**src/rtl/hazard_ctrl_pkg.sv**
```systemverilog
// Shared types for the execute-stage hazard controller: forward selects, FSM states,
// and the destination-register shadow records it keeps for EX and MEM.
package hazard_pkg;

    typedef enum logic [1:0] {
        FWD_REG = 2'b00,
        FWD_WB  = 2'b01,
        FWD_MEM = 2'b10
    } fwd_sel_e;

    typedef enum logic {
        RUN      = 1'b0,
        LOAD_USE = 1'b1
    } hz_state_e;

    localparam logic [4:0] REG_X0 = 5'd0;

    typedef struct packed {
        logic [4:0] dst;
        logic       we;
        logic       ld;
    } ex_shadow_t;

    typedef struct packed {
        logic [4:0] dst;
        logic       we;
    } mem_shadow_t;

endpackage

```
**src/rtl/hazard_ctrl_if.sv**
```systemverilog
// ID-stage decode, branch/stall_mem in; forward selects, pipe enables and perf counters out.
interface hazard_ctrl_if #(
    parameter int CNT_W = 16
);
    logic             id_valid;
    logic [4:0]       rs1_id;
    logic [4:0]       rs2_id;
    logic             use_rs1_id;
    logic             use_rs2_id;
    logic [4:0]       wrt_dst_id;
    logic             reg_wrt_en_id;
    logic             rd_en_id;
    logic             branch;
    logic             stall_mem;
    logic [1:0]       forward_control1;
    logic [1:0]       forward_control2;
    logic             stall_if;
    logic             stall_id;
    logic             flush_id;
    logic             flush_ex;
    logic [CNT_W-1:0] stall_cnt;
    logic [CNT_W-1:0] flush_cnt;

    modport master (
        output id_valid, rs1_id, rs2_id, use_rs1_id, use_rs2_id, wrt_dst_id,
               reg_wrt_en_id, rd_en_id, branch, stall_mem,
        input  forward_control1, forward_control2, stall_if, stall_id,
               flush_id, flush_ex, stall_cnt, flush_cnt
    );

    modport slave (
        input  id_valid, rs1_id, rs2_id, use_rs1_id, use_rs2_id, wrt_dst_id,
               reg_wrt_en_id, rd_en_id, branch, stall_mem,
        output forward_control1, forward_control2, stall_if, stall_id,
               flush_id, flush_ex, stall_cnt, flush_cnt
    );
endinterface

```
**src/rtl/hazard_ctrl_fwd_match.sv**
```systemverilog
// One source operand compared against the EX and MEM shadow destinations.
// The EX hit is also exported so the parent can spot load-use hazards.
module fwd_match
    import hazard_pkg::*;
(
    input  logic       use_rs,
    input  logic [4:0] rs,
    input  logic       ex_we,
    input  logic [4:0] ex_dst,
    input  logic       mem_we,
    input  logic [4:0] mem_dst,
    output fwd_sel_e   sel,
    output logic       ex_hit
);
    logic mem_hit;

    assign ex_hit  = use_rs && ex_we  && (ex_dst  == rs) && (rs != REG_X0);
    assign mem_hit = use_rs && mem_we && (mem_dst == rs) && (rs != REG_X0);

    // The select is registered, so an EX producer will be in MEM when the consumer
    // reaches EX; the younger producer must win.
    always_comb begin
        sel = FWD_REG;
        if (ex_hit)       sel = FWD_MEM;
        else if (mem_hit) sel = FWD_WB;
    end
endmodule

```
**src/rtl/hazard_ctrl.sv**
```systemverilog
// Hazard sequencer around EX: forwarding selects, load-use bubble, branch flush and
// memory-stall freeze, tracked through a private shadow of the EX/MEM destinations.
module hazard_ctrl
    import hazard_pkg::*;
#(
    parameter int CNT_W = 16
) (
    input logic          clk,
    input logic          rst_n,
    hazard_ctrl_if.slave hz
);
    localparam logic [CNT_W-1:0] CNT_ONE = CNT_W'(1);

    hz_state_e        state, state_nxt;
    ex_shadow_t       ex_q;
    mem_shadow_t      mem_q;
    fwd_sel_e         sel1, sel2, fc1_q, fc2_q;
    logic             hit1, hit2, lu_hit;
    logic             stall_if, stall_id, flush_id, flush_ex;
    logic [CNT_W-1:0] stall_cnt_q, flush_cnt_q;

    fwd_match u_fwd1 (
        .use_rs (hz.use_rs1_id),
        .rs     (hz.rs1_id),
        .ex_we  (ex_q.we),
        .ex_dst (ex_q.dst),
        .mem_we (mem_q.we),
        .mem_dst(mem_q.dst),
        .sel    (sel1),
        .ex_hit (hit1)
    );

    fwd_match u_fwd2 (
        .use_rs (hz.use_rs2_id),
        .rs     (hz.rs2_id),
        .ex_we  (ex_q.we),
        .ex_dst (ex_q.dst),
        .mem_we (mem_q.we),
        .mem_dst(mem_q.dst),
        .sel    (sel2),
        .ex_hit (hit2)
    );

    // The stall is raised in the detection cycle so the consumer stays in ID;
    // LOAD_USE marks the bubble cycle and masks any second detection.
    assign lu_hit = (state == RUN) && ex_q.ld && (hit1 || hit2);

    always_comb begin
        stall_if  = 1'b0;
        stall_id  = 1'b0;
        flush_id  = 1'b0;
        flush_ex  = 1'b0;
        state_nxt = state;
        if (!rst_n) begin
            state_nxt = RUN;
        end else if (hz.stall_mem) begin
            stall_if = 1'b1;
            stall_id = 1'b1;
        end else if (hz.branch) begin
            flush_id  = 1'b1;
            flush_ex  = 1'b1;
            state_nxt = RUN;
        end else if (lu_hit) begin
            stall_if  = 1'b1;
            stall_id  = 1'b1;
            flush_ex  = 1'b1;
            state_nxt = LOAD_USE;
        end else begin
            state_nxt = RUN;
        end
    end

    always_ff @(posedge clk or negedge rst_n) begin
        if (!rst_n) state <= RUN;
        else        state <= state_nxt;
    end

    // Shadow pipe and forward selects freeze together with the real pipe.
    always_ff @(posedge clk or negedge rst_n) begin
        if (!rst_n) begin
            ex_q  <= '0;
            mem_q <= '0;
            fc1_q <= FWD_REG;
            fc2_q <= FWD_REG;
        end else if (!hz.stall_mem) begin
            mem_q.dst <= ex_q.dst;
            mem_q.we  <= ex_q.we;
            if (flush_ex || !hz.id_valid) begin
                ex_q <= '0;
            end else begin
                ex_q.dst <= hz.wrt_dst_id;
                ex_q.we  <= hz.reg_wrt_en_id;
                ex_q.ld  <= hz.rd_en_id;
            end
            fc1_q <= flush_ex ? FWD_REG : sel1;
            fc2_q <= flush_ex ? FWD_REG : sel2;
        end
    end

    always_ff @(posedge clk or negedge rst_n) begin
        if (!rst_n) begin
            stall_cnt_q <= '0;
            flush_cnt_q <= '0;
        end else begin
            if (stall_if && (stall_cnt_q != '1)) stall_cnt_q <= stall_cnt_q + CNT_ONE;
            if (flush_id && (flush_cnt_q != '1)) flush_cnt_q <= flush_cnt_q + CNT_ONE;
        end
    end

    assign hz.forward_control1 = fc1_q;
    assign hz.forward_control2 = fc2_q;
    assign hz.stall_if         = stall_if;
    assign hz.stall_id         = stall_id;
    assign hz.flush_id         = flush_id;
    assign hz.flush_ex         = flush_ex;
    assign hz.stall_cnt        = stall_cnt_q;
    assign hz.flush_cnt        = flush_cnt_q;
endmodule

```
**src/flat_wrapper.sv**
```systemverilog
// flat-port wrapper written by rule: the top's interface ports become plain ports
module hazard_ctrl_flat import hazard_pkg::*;
#(
    parameter int CNT_W = 16
)
  (clk, rst_n, hz_id_valid, hz_rs1_id, hz_rs2_id, hz_use_rs1_id, hz_use_rs2_id, hz_wrt_dst_id, hz_reg_wrt_en_id, hz_rd_en_id, hz_branch, hz_stall_mem, hz_forward_control1, hz_forward_control2, hz_stall_if, hz_stall_id, hz_flush_id, hz_flush_ex, hz_stall_cnt, hz_flush_cnt);
  hazard_ctrl_if #(.CNT_W(CNT_W)) hz_i ();
  input logic clk;
  input logic rst_n;
  input wire logic [$bits(hz_i.id_valid)-1:0] hz_id_valid;
  input wire logic [$bits(hz_i.rs1_id)-1:0] hz_rs1_id;
  input wire logic [$bits(hz_i.rs2_id)-1:0] hz_rs2_id;
  input wire logic [$bits(hz_i.use_rs1_id)-1:0] hz_use_rs1_id;
  input wire logic [$bits(hz_i.use_rs2_id)-1:0] hz_use_rs2_id;
  input wire logic [$bits(hz_i.wrt_dst_id)-1:0] hz_wrt_dst_id;
  input wire logic [$bits(hz_i.reg_wrt_en_id)-1:0] hz_reg_wrt_en_id;
  input wire logic [$bits(hz_i.rd_en_id)-1:0] hz_rd_en_id;
  input wire logic [$bits(hz_i.branch)-1:0] hz_branch;
  input wire logic [$bits(hz_i.stall_mem)-1:0] hz_stall_mem;
  output wire logic [$bits(hz_i.forward_control1)-1:0] hz_forward_control1;
  output wire logic [$bits(hz_i.forward_control2)-1:0] hz_forward_control2;
  output wire logic [$bits(hz_i.stall_if)-1:0] hz_stall_if;
  output wire logic [$bits(hz_i.stall_id)-1:0] hz_stall_id;
  output wire logic [$bits(hz_i.flush_id)-1:0] hz_flush_id;
  output wire logic [$bits(hz_i.flush_ex)-1:0] hz_flush_ex;
  output wire logic [$bits(hz_i.stall_cnt)-1:0] hz_stall_cnt;
  output wire logic [$bits(hz_i.flush_cnt)-1:0] hz_flush_cnt;
  assign hz_i.id_valid = hz_id_valid;
  assign hz_i.rs1_id = hz_rs1_id;
  assign hz_i.rs2_id = hz_rs2_id;
  assign hz_i.use_rs1_id = hz_use_rs1_id;
  assign hz_i.use_rs2_id = hz_use_rs2_id;
  assign hz_i.wrt_dst_id = hz_wrt_dst_id;
  assign hz_i.reg_wrt_en_id = hz_reg_wrt_en_id;
  assign hz_i.rd_en_id = hz_rd_en_id;
  assign hz_i.branch = hz_branch;
  assign hz_i.stall_mem = hz_stall_mem;
  assign hz_forward_control1 = hz_i.forward_control1;
  assign hz_forward_control2 = hz_i.forward_control2;
  assign hz_stall_if = hz_i.stall_if;
  assign hz_stall_id = hz_i.stall_id;
  assign hz_flush_id = hz_i.flush_id;
  assign hz_flush_ex = hz_i.flush_ex;
  assign hz_stall_cnt = hz_i.stall_cnt;
  assign hz_flush_cnt = hz_i.flush_cnt;
  hazard_ctrl #(.CNT_W(CNT_W)) u_core (.clk(clk), .rst_n(rst_n), .hz(hz_i));
endmodule
```
**config.mk**
```make
export PLATFORM = sky130hd
export DESIGN_NAME = hazard_ctrl_flat
export DESIGN_NICKNAME = d
export VERILOG_FILES = /design/src/rtl/hazard_ctrl_pkg.sv /design/src/rtl/hazard_ctrl_if.sv /design/src/rtl/hazard_ctrl_fwd_match.sv /design/src/rtl/hazard_ctrl.sv /design/src/flat_wrapper.sv
export SDC_FILE = /design/constraint.sdc
export NUM_CORES = 1
export LEC_CHECK = 0
export BUFFER_PORTS_ARGS = -buffer_cell sky130_fd_sc_hd__clkbuf_2
export CORE_MARGIN = 3
export CORE_UTILIZATION = 46
export CTS_CLUSTER_SIZE = 8
export DETAILED_ROUTE_END_ITERATION = 7
export MAX_ROUTING_LAYER = met4
export PLACE_DENSITY = 0.71
export REMOVE_ABC_BUFFERS = 1
export SETUP_SLACK_MARGIN = 0.1
export SYNTH_ARGS = -nofsm -noshare
export SYNTH_HDL_FRONTEND = slang
export SYNTH_SLANG_ARGS = --single-unit
```
**constraint.sdc**
```tcl
create_clock -name clk -period 5.17 [get_ports clk]
set_clock_uncertainty 0.05 [all_clocks]
set_input_delay 1.034 -clock clk [delete_from_list [all_inputs] [get_ports clk]]
set_output_delay 1.034 -clock clk [all_outputs]
set_load 0.01 [all_outputs]
```
==> results.ini, run 1 <==
[cts]
cts_hold_buf = 0
cts_tree = built
clockBufferDepth = 2
cts_resized = 0
htreeDepth = 2
root_buffer = clkbuf_8
cts_buffers = 5
clkTransAtPathRegs_ns = 0.09
clk_latency_ns = 0.30
postCtsSetupBuffers = 0
clkSinkCount = 50

[synthesis]
synth_area_leaders = dfrtp_1, xnor2_1, xor2_1
synth-xor-area-share_pct = 17.0
yosysUniqueCellTypes = 40
post_synth.cell_area_avg_um2 = 11.2
netlist_area_mm2 = 0.00253
synthSimpleGateAreaFrac_pct = 19.9
synth-seq-cells = 50
synth.most_common_cell = dfrtp_1
synth_top_family_by_area = simple AND/OR/NAND/NOR gates
synth.top_cells.by_count = dfrtp_1, xnor2_1, xor2_1, nand2_1, nand3_1
yosysSeqAreaShare_pct = 49.4
synth_edf_count = 0
ys.flop_type = dfrtp_1
synth_adder_area_share_pct = 0.989
synth.top_cell.area_share_pct = 49.4
synth-compound-area-share_pct = 7.41
yosysWarnings = 0
async_reset_ff_share_pct = 100
synth_top_area_cell = dfrtp_1
synthMuxAreaShare_pct = 3.95
synth_cells = 226

[floorplanning]
core-area_mm2 = 0.00520
pin_count = 64
initial_core_util_pct = 48.6
dieHeight_um = 80.2
num_rows = 26
die_width_um = 80.2
die-area_mm2 = 0.00643

[routing]
antenna_left = 0
wl_per_cell_um = 13.7
drt_iter0_markers = 68
wl_um = 4960
drt_pass1_iterations = 4
vias_per_cell = 5.13
drc = 0
vias = 1861

[global_route]
grt_first_pass_wirelength_um = 8630
grt_usage_pct = 17.4
grt_max_degree = 32
antenna_found_initial = 0
overflow = 0
grt_pass1_vias = 1848

[timing]
tightestPinTransition_ns = 0.706
rsz0062_at_grt = no
hold_viol = 0
finalCriticalPeriod_ns = 3.66
slew_viol_final = 0
fin_tns_setup_ns = 0
fmax_mhz = 273
post-route-period-util_pct = 70.9
relSlewSlack_pct = 53.0
setup_violations = 0

[power_and_ir_drop]
p_sw_share_pct = 30.0
p_int_mw = 0.651
leakage_nw = 1.50
total_power_mw = 0.930
vdd_drop_max_v = 0.000183
pwr-share-clk_pct = 26.7
p_per_area_mw_per_mm2 = 308
seqPwrFrac_pct = 53.6
combPwrFrac_pct = 19.8
power.switching_mw = 0.279

[setup_path]
r2r-start = u_core.hz.stall_cnt[0]
cp-end-kind = output pin
cp.arrival_ns = 2.58
cp_max_fo = 7
worstSetupStartpointType = primary input
required_ns = 4.09
crit_path_start = hz_rs1_id[0]
crit_type = in2out

[placement]
io_buffers = 63
place_inst = 355
globalplace.congestion = 0.757
hpwl_um = 3860

[job]
max_cap_viol_count = 0

[worst_hold_path]
hold_start = u_core.hz.flush_cnt[14]
hold_class = reg2reg

[layout]
n_antenna_cell = 0
drive_gt1_share_pct = 31.1
area_growth_pct = 19.5
fin_cells = 363
nets = 318
final_util_pct = 58.1

[run_status]
outcome = complete, no violations

-- power by group through the flow --
| stage | logic [mW] | registers (mW) | clock network, mW |
|---|---|---|---|
| detailed placement | 0.189 | 0.506 | 0 |
| CTS | 0.189 | 0.498 | 0.259 |
| finish | 0.184 | 0.498 | 0.248 |
| global placement | 0.184 | 0.505 | 0 |
| floorplan | 0.0915 | 0.512 | 0 |
| global route | 0.211 | 0.510 | 0.272 |
-- cell type report --
cell class	instances	area [um2]
Clock inverter	1	8.76
Inverter	3	11.3
Clock buffer	7	96.3
Multi-Input combinational cell	168	1250
Tap cell	70	87.6
Fill cell	481	2180
Sequential cell	50	1250
Timing Repair Buffer	64	323
-- metal layers --
| metal | GRT usage [%] | up-vias | wire length [um] |
|---|---|---|---|
| li1 | - | 934 | - |
| met1 | 21.2 | 883 | 2240 |
| met2 | 30.0 | 40 | 2460 |
| met3 | 3.03 | 4 | 232 |
| met4 | 4.56 | 0 | 28 |
| met5 | - | - | 0 |
-- critical path, cell delays in order --
cell,delay [ns]
clkbuf_2,0.11
or4_1,0.50
o21ai_0,0.22
nand4b_2,0.25
a21boi_0,0.14
o21a_1,0.20
clkbuf_2,0.13
-- cells in the final DEF (no fill, tap or decap), types with 2 or more instances in the layout --
master,count
nor2_1,11
inv_1,3
and3_1,3
nor3_1,2
nand3_1,18
nor3_2,2
clkbuf_2,63
xnor2_1,26
mux2_2,8
nor4_2,2
clkbuf_8,7
and4_1,4
ha_1,2
o21ai_0,6
nand2_1,20
nor4_1,2
o21ai_1,2
dfrtp_1,50
a22o_1,7
nand4_1,6
xor2_1,23
and2_1,2
or4_1,2
nor3b_1,2
nand4b_2,2
a21oi_1,2
-- flip-flops by register name (all words and copies together) (netlist names) --
register                    count
u_core.ex_q                     7
u_core.hz.flush_cnt            16
u_core.hz.forward_control1      2
u_core.hz.forward_control2      2
u_core.hz.stall_cnt            16
u_core.mem_q                    6
u_core.state                    1
-- path summary, 6_finish.rpt --
check,to,slack [ns],cells past startpoint
max,hz_stall_if,1.51,7
min,u_core.hz.flush_cnt[14],0.44,1
max reg2reg,u_core.hz.stall_cnt[1],2.88,6
min reg2reg,u_core.hz.flush_cnt[14],0.44,1
max in group asynchronous,u_core.hz.flush_cnt[1],3.52,2
min in group asynchronous,u_core.hz.stall_cnt[12],0.71,1
-- kinds of logic after synthesis --
| kind of cell | count (synthesis) |
|---|---|
| mux | 9 |
| flops | 50 |
| compound gates | 25 |
| buf+inv | 8 |
| simple gates | 83 |
| fa+ha+maj | 2 |
| xor+xnor | 49 |
-- per-stage QoR --
step / area (um2) / hold WS, ns / worst slack [ns]
after detailed placement: 2920 / 0.429 / 1.50
final: 3020 / 0.440 / 1.51
after global routing: 3020 / 0.467 / 1.35
after floorplan: 2510 / 0.429 / 1.80
after CTS: 3020 / 0.444 / 1.50
after global placement: 2920 / 0.429 / 1.54
No activity file was read; power rests on OpenSTA's default activity.
==> run 2: changes to the inputs <==
--- a/config.mk
+++ b/config.mk
@@ -5,13 +5,14 @@
 export SDC_FILE = /design/constraint.sdc
 export NUM_CORES = 1
 export LEC_CHECK = 0
+export ABC_AREA = 1
 export BUFFER_PORTS_ARGS = -buffer_cell sky130_fd_sc_hd__clkbuf_2
 export CORE_MARGIN = 3
 export CORE_UTILIZATION = 46
 export CTS_CLUSTER_SIZE = 8
 export DETAILED_ROUTE_END_ITERATION = 7
 export MAX_ROUTING_LAYER = met4
-export PLACE_DENSITY = 0.71
+export PLACE_DENSITY = 0.69
 export REMOVE_ABC_BUFFERS = 1
 export SETUP_SLACK_MARGIN = 0.1
 export SYNTH_ARGS = -nofsm -noshare
==> constraint.sdc (replaced) <==
create_clock -name clk -period 3.8 [get_ports clk]
set_clock_uncertainty 0.05 [all_clocks]
set_input_delay 0.76 -clock clk [delete_from_list [all_inputs] [get_ports clk]]
set_output_delay 0.76 -clock clk [all_outputs]
set_load 0.01 [all_outputs]
==> results.ini, run 2 <==
[routing]
antenna_left = 0  ; unchanged
wl_per_cell_um = 12.5  ; was 13.7 um
vias = 2587  ; was 1861
drc = 0  ; unchanged
wl_um = 6570  ; was 4960 um
vias_per_cell = 4.93  ; was 5.13
drt_pass1_iterations = 4  ; unchanged
drt_iter0_markers = 111  ; was 68

[worst_hold_path]
hold_class = in2async  ; was reg2reg

[setup_path]
cp-end-kind = output pin  ; unchanged
crit_type = in2out  ; unchanged
r2r_slack_ns = 1.72  ; was 2.88 ns
required_ns = 2.99  ; was 4.09 ns
worstSetupStartpointType = primary input  ; unchanged
cp_max_fo = 8  ; was 7
cp.arrival_ns = 2.11  ; was 2.58 ns
r2r-start = u_core.hz.stall_cnt[0]  ; unchanged
r2r_end = u_core.hz.stall_cnt[15]  ; was u_core.hz.stall_cnt[1]
crit_path_start = hz_rs1_id[1]  ; was hz_rs1_id[0]
worst-r2r-cell-count = 8  ; was 6

[cts]
cts_hold_buf = 0  ; unchanged
cts_tree = built  ; unchanged
clkSinkCount = 50  ; unchanged
postCtsSetupBuffers = 0  ; unchanged
cts_buffers = 5  ; unchanged
clockBufferDepth = 2  ; unchanged
clk_latency_ns = 0.31  ; was 0.30 ns
cts_resized = 0  ; unchanged
htreeDepth = 2  ; unchanged
root_buffer = clkbuf_8  ; unchanged
clkTransAtPathRegs_ns = 0.09  ; about the same

[global_route]
antenna_found_initial = 0  ; unchanged
grt_max_degree = 41  ; was 32
grt_usage_pct = 19.6  ; was 17.4%
grt_first_pass_wirelength_um = 11200  ; was 8630 um
overflow = 0  ; unchanged
grt_pass1_vias = 2501  ; was 1848

[timing]
finalCriticalPeriod_ns = 2.92
post-route-period-util_pct = 76.7
setup_violations = 0  ; unchanged
fmax_mhz = 343
slew_viol_final = 0  ; unchanged
fin_hold_ws_ns = 0.313  ; was 0.440 ns
rsz0062_at_grt = no  ; unchanged
tightestPinTransition_ns = 0.533  ; was 0.706 ns
relSlewSlack_pct = 64.5  ; was 53.0%
fin_tns_setup_ns = 0  ; unchanged
hold_viol = 0  ; unchanged

[placement]
io_buffers = 63  ; unchanged
hpwl_um = 4990  ; was 3860 um
globalplace.congestion = 0.864  ; was 0.757
place_inst = 517  ; was 355

[power_and_ir_drop]
vdd_drop_max_v = 0.000271  ; was 0.000183 V
leakage_nw = 1.83  ; was 1.50 nW
p_per_area_mw_per_mm2 = 365  ; was 308 mW/mm2

[synthesis]
post_synth.cell_area_avg_um2 = 7.48  ; was 11.2 um2
ys.flop_type = dfrtp_1  ; unchanged
synth.most_common_cell = nand2_1  ; was dfrtp_1
netlist_area_mm2 = 0.00287  ; was 0.00253 mm2
synth_top_family_by_area = simple AND/OR/NAND/NOR gates  ; unchanged
synthSimpleGateAreaFrac_pct = 33.9  ; was 19.9%
synth_top_area_cell = dfrtp_1  ; unchanged
synth_area_leaders = dfrtp_1, nand2_1, nand3_1  ; was dfrtp_1, xnor2_1, xor2_1
async_reset_ff_share_pct = 100  ; unchanged
synth.top_cell.area_share_pct = 43.6  ; was 49.4%
synth-compound-area-share_pct = 3.79  ; was 7.41%
yosysUniqueCellTypes = 29  ; was 40
synthMuxAreaShare_pct = 0  ; was 3.95%
synth-xor-area-share_pct = 10.7  ; was 17.0%
synth-seq-cells = 50  ; unchanged
synth_adder_area_share_pct = 0.871  ; was 0.989%
synth_cells = 384  ; was 226
yosysWarnings = 0  ; unchanged
yosysSeqAreaShare_pct = 43.6  ; was 49.4%
synth.top_cells.by_count = nand2_1, dfrtp_1, inv_1, nand3_1, nor2_1  ; was dfrtp_1, xnor2_1, xor2_1, nand2_1, nand3_1
synth_edf_count = 0  ; unchanged

[floorplanning]
die_width_um = 85.0  ; was 80.2 um
num_rows = 28  ; was 26
pin_count = 64  ; unchanged
dieHeight_um = 85.0  ; was 80.2 um
die-area_mm2 = 0.00723  ; was 0.00643 mm2
initial_core_util_pct = 48.0  ; was 48.6%
core-area_mm2 = 0.00599  ; was 0.00520 mm2

[layout]
final_util_pct = 55.8  ; was 58.1%
final_common_cell = nand2_1  ; was clkbuf_2
drive_gt1_share_pct = 17.6  ; was 31.1%
n_antenna_cell = 0  ; unchanged
fin_cells = 525  ; was 363
area_growth_pct = 16.5  ; was 19.5%
nets = 475  ; was 318
layout_common_cells = nand2_1, clkbuf_2, dfrtp_1  ; was clkbuf_2, dfrtp_1, xnor2_1

[run_status]
outcome = complete, no violations  ; unchanged

[job]
max_cap_viol_count = 0  ; unchanged

run 2: changes by cell type after synthesis, sizes merged, moves of 5 or more:
| cell | previous run | this run |
|---|---|---|
| nor2 | 11 | 36 |
| a22o | 7 | 0 |
| xor2 | 23 | 18 |
| nand2 | 20 | 136 |
| nand3 | 18 | 39 |
| xnor2 | 26 | 17 |
| mux2 | 8 | 0 |
| inv | 3 | 44 |
run 2: layer usage:
metal	wire length, um	up-vias	global-route usage (%)
met4	78	0	6.62
li1	-	1326	-
met5	0	-	-
met1	2930	1193	24.6
met2	3170	63	32.0
met3	388	5	3.50
run 2: cell type report:
class | instances | area (um2)
Multi-Input combinational cell | 283 | 1410
Inverter | 44 | 165
Clock inverter | 1 | 5.00
Timing Repair Buffer | 65 | 330
Tap cell | 75 | 93.8
Sequential cell | 50 | 1250
Clock buffer | 7 | 86.3
Fill cell | 600 | 2650
run 2: worst max path at each step:
stage,end,depth (start not counted)
6_report,hz_flush_ex,14
2_1_floorplan,hz_flush_ex,11
4_1_cts,hz_flush_ex,14
3_3_place_gp,hz_flush_ex,14
3_5_place_dp,hz_flush_ex,14
5_1_grt,hz_flush_ex,13
run 2: per-stage QoR:
step	setup WS (ns)	power [mW]	cell area, um2
after global placement	0.926	0.907	3250
final	0.884	1.22	3350
after CTS	0.876	1.24	3350
after global routing	0.629	1.30	3350
after detailed placement	0.882	0.912	3250
after floorplan	1.34	0.797	2830
run 2: worst max-delay path, cell delays in order:
cell and delay (ns):
clkbuf_2 0.10, inv_1 0.05, nand2_1 0.06, nand2_1 0.05, inv_1 0.04, nand2_1 0.04, nor2_1 0.12, nand2_1 0.08
nand2_1 0.09, nand3_1 0.07, nand2_1 0.12, nand2_1 0.21, inv_1 0.14, clkbuf_2 0.14
run 2: cells by family after synthesis:
family,count (synthesis)
xor+xnor,35
compound gates,20
simple gates,226
buf+inv,51
fa+ha+maj,2
flops,50
run 2: power breakdown:
group | switching (mW) | internal (mW)
registers | 0.0660 | 0.586
clock network | 0.176 | 0.147
logic | 0.142 | 0.104
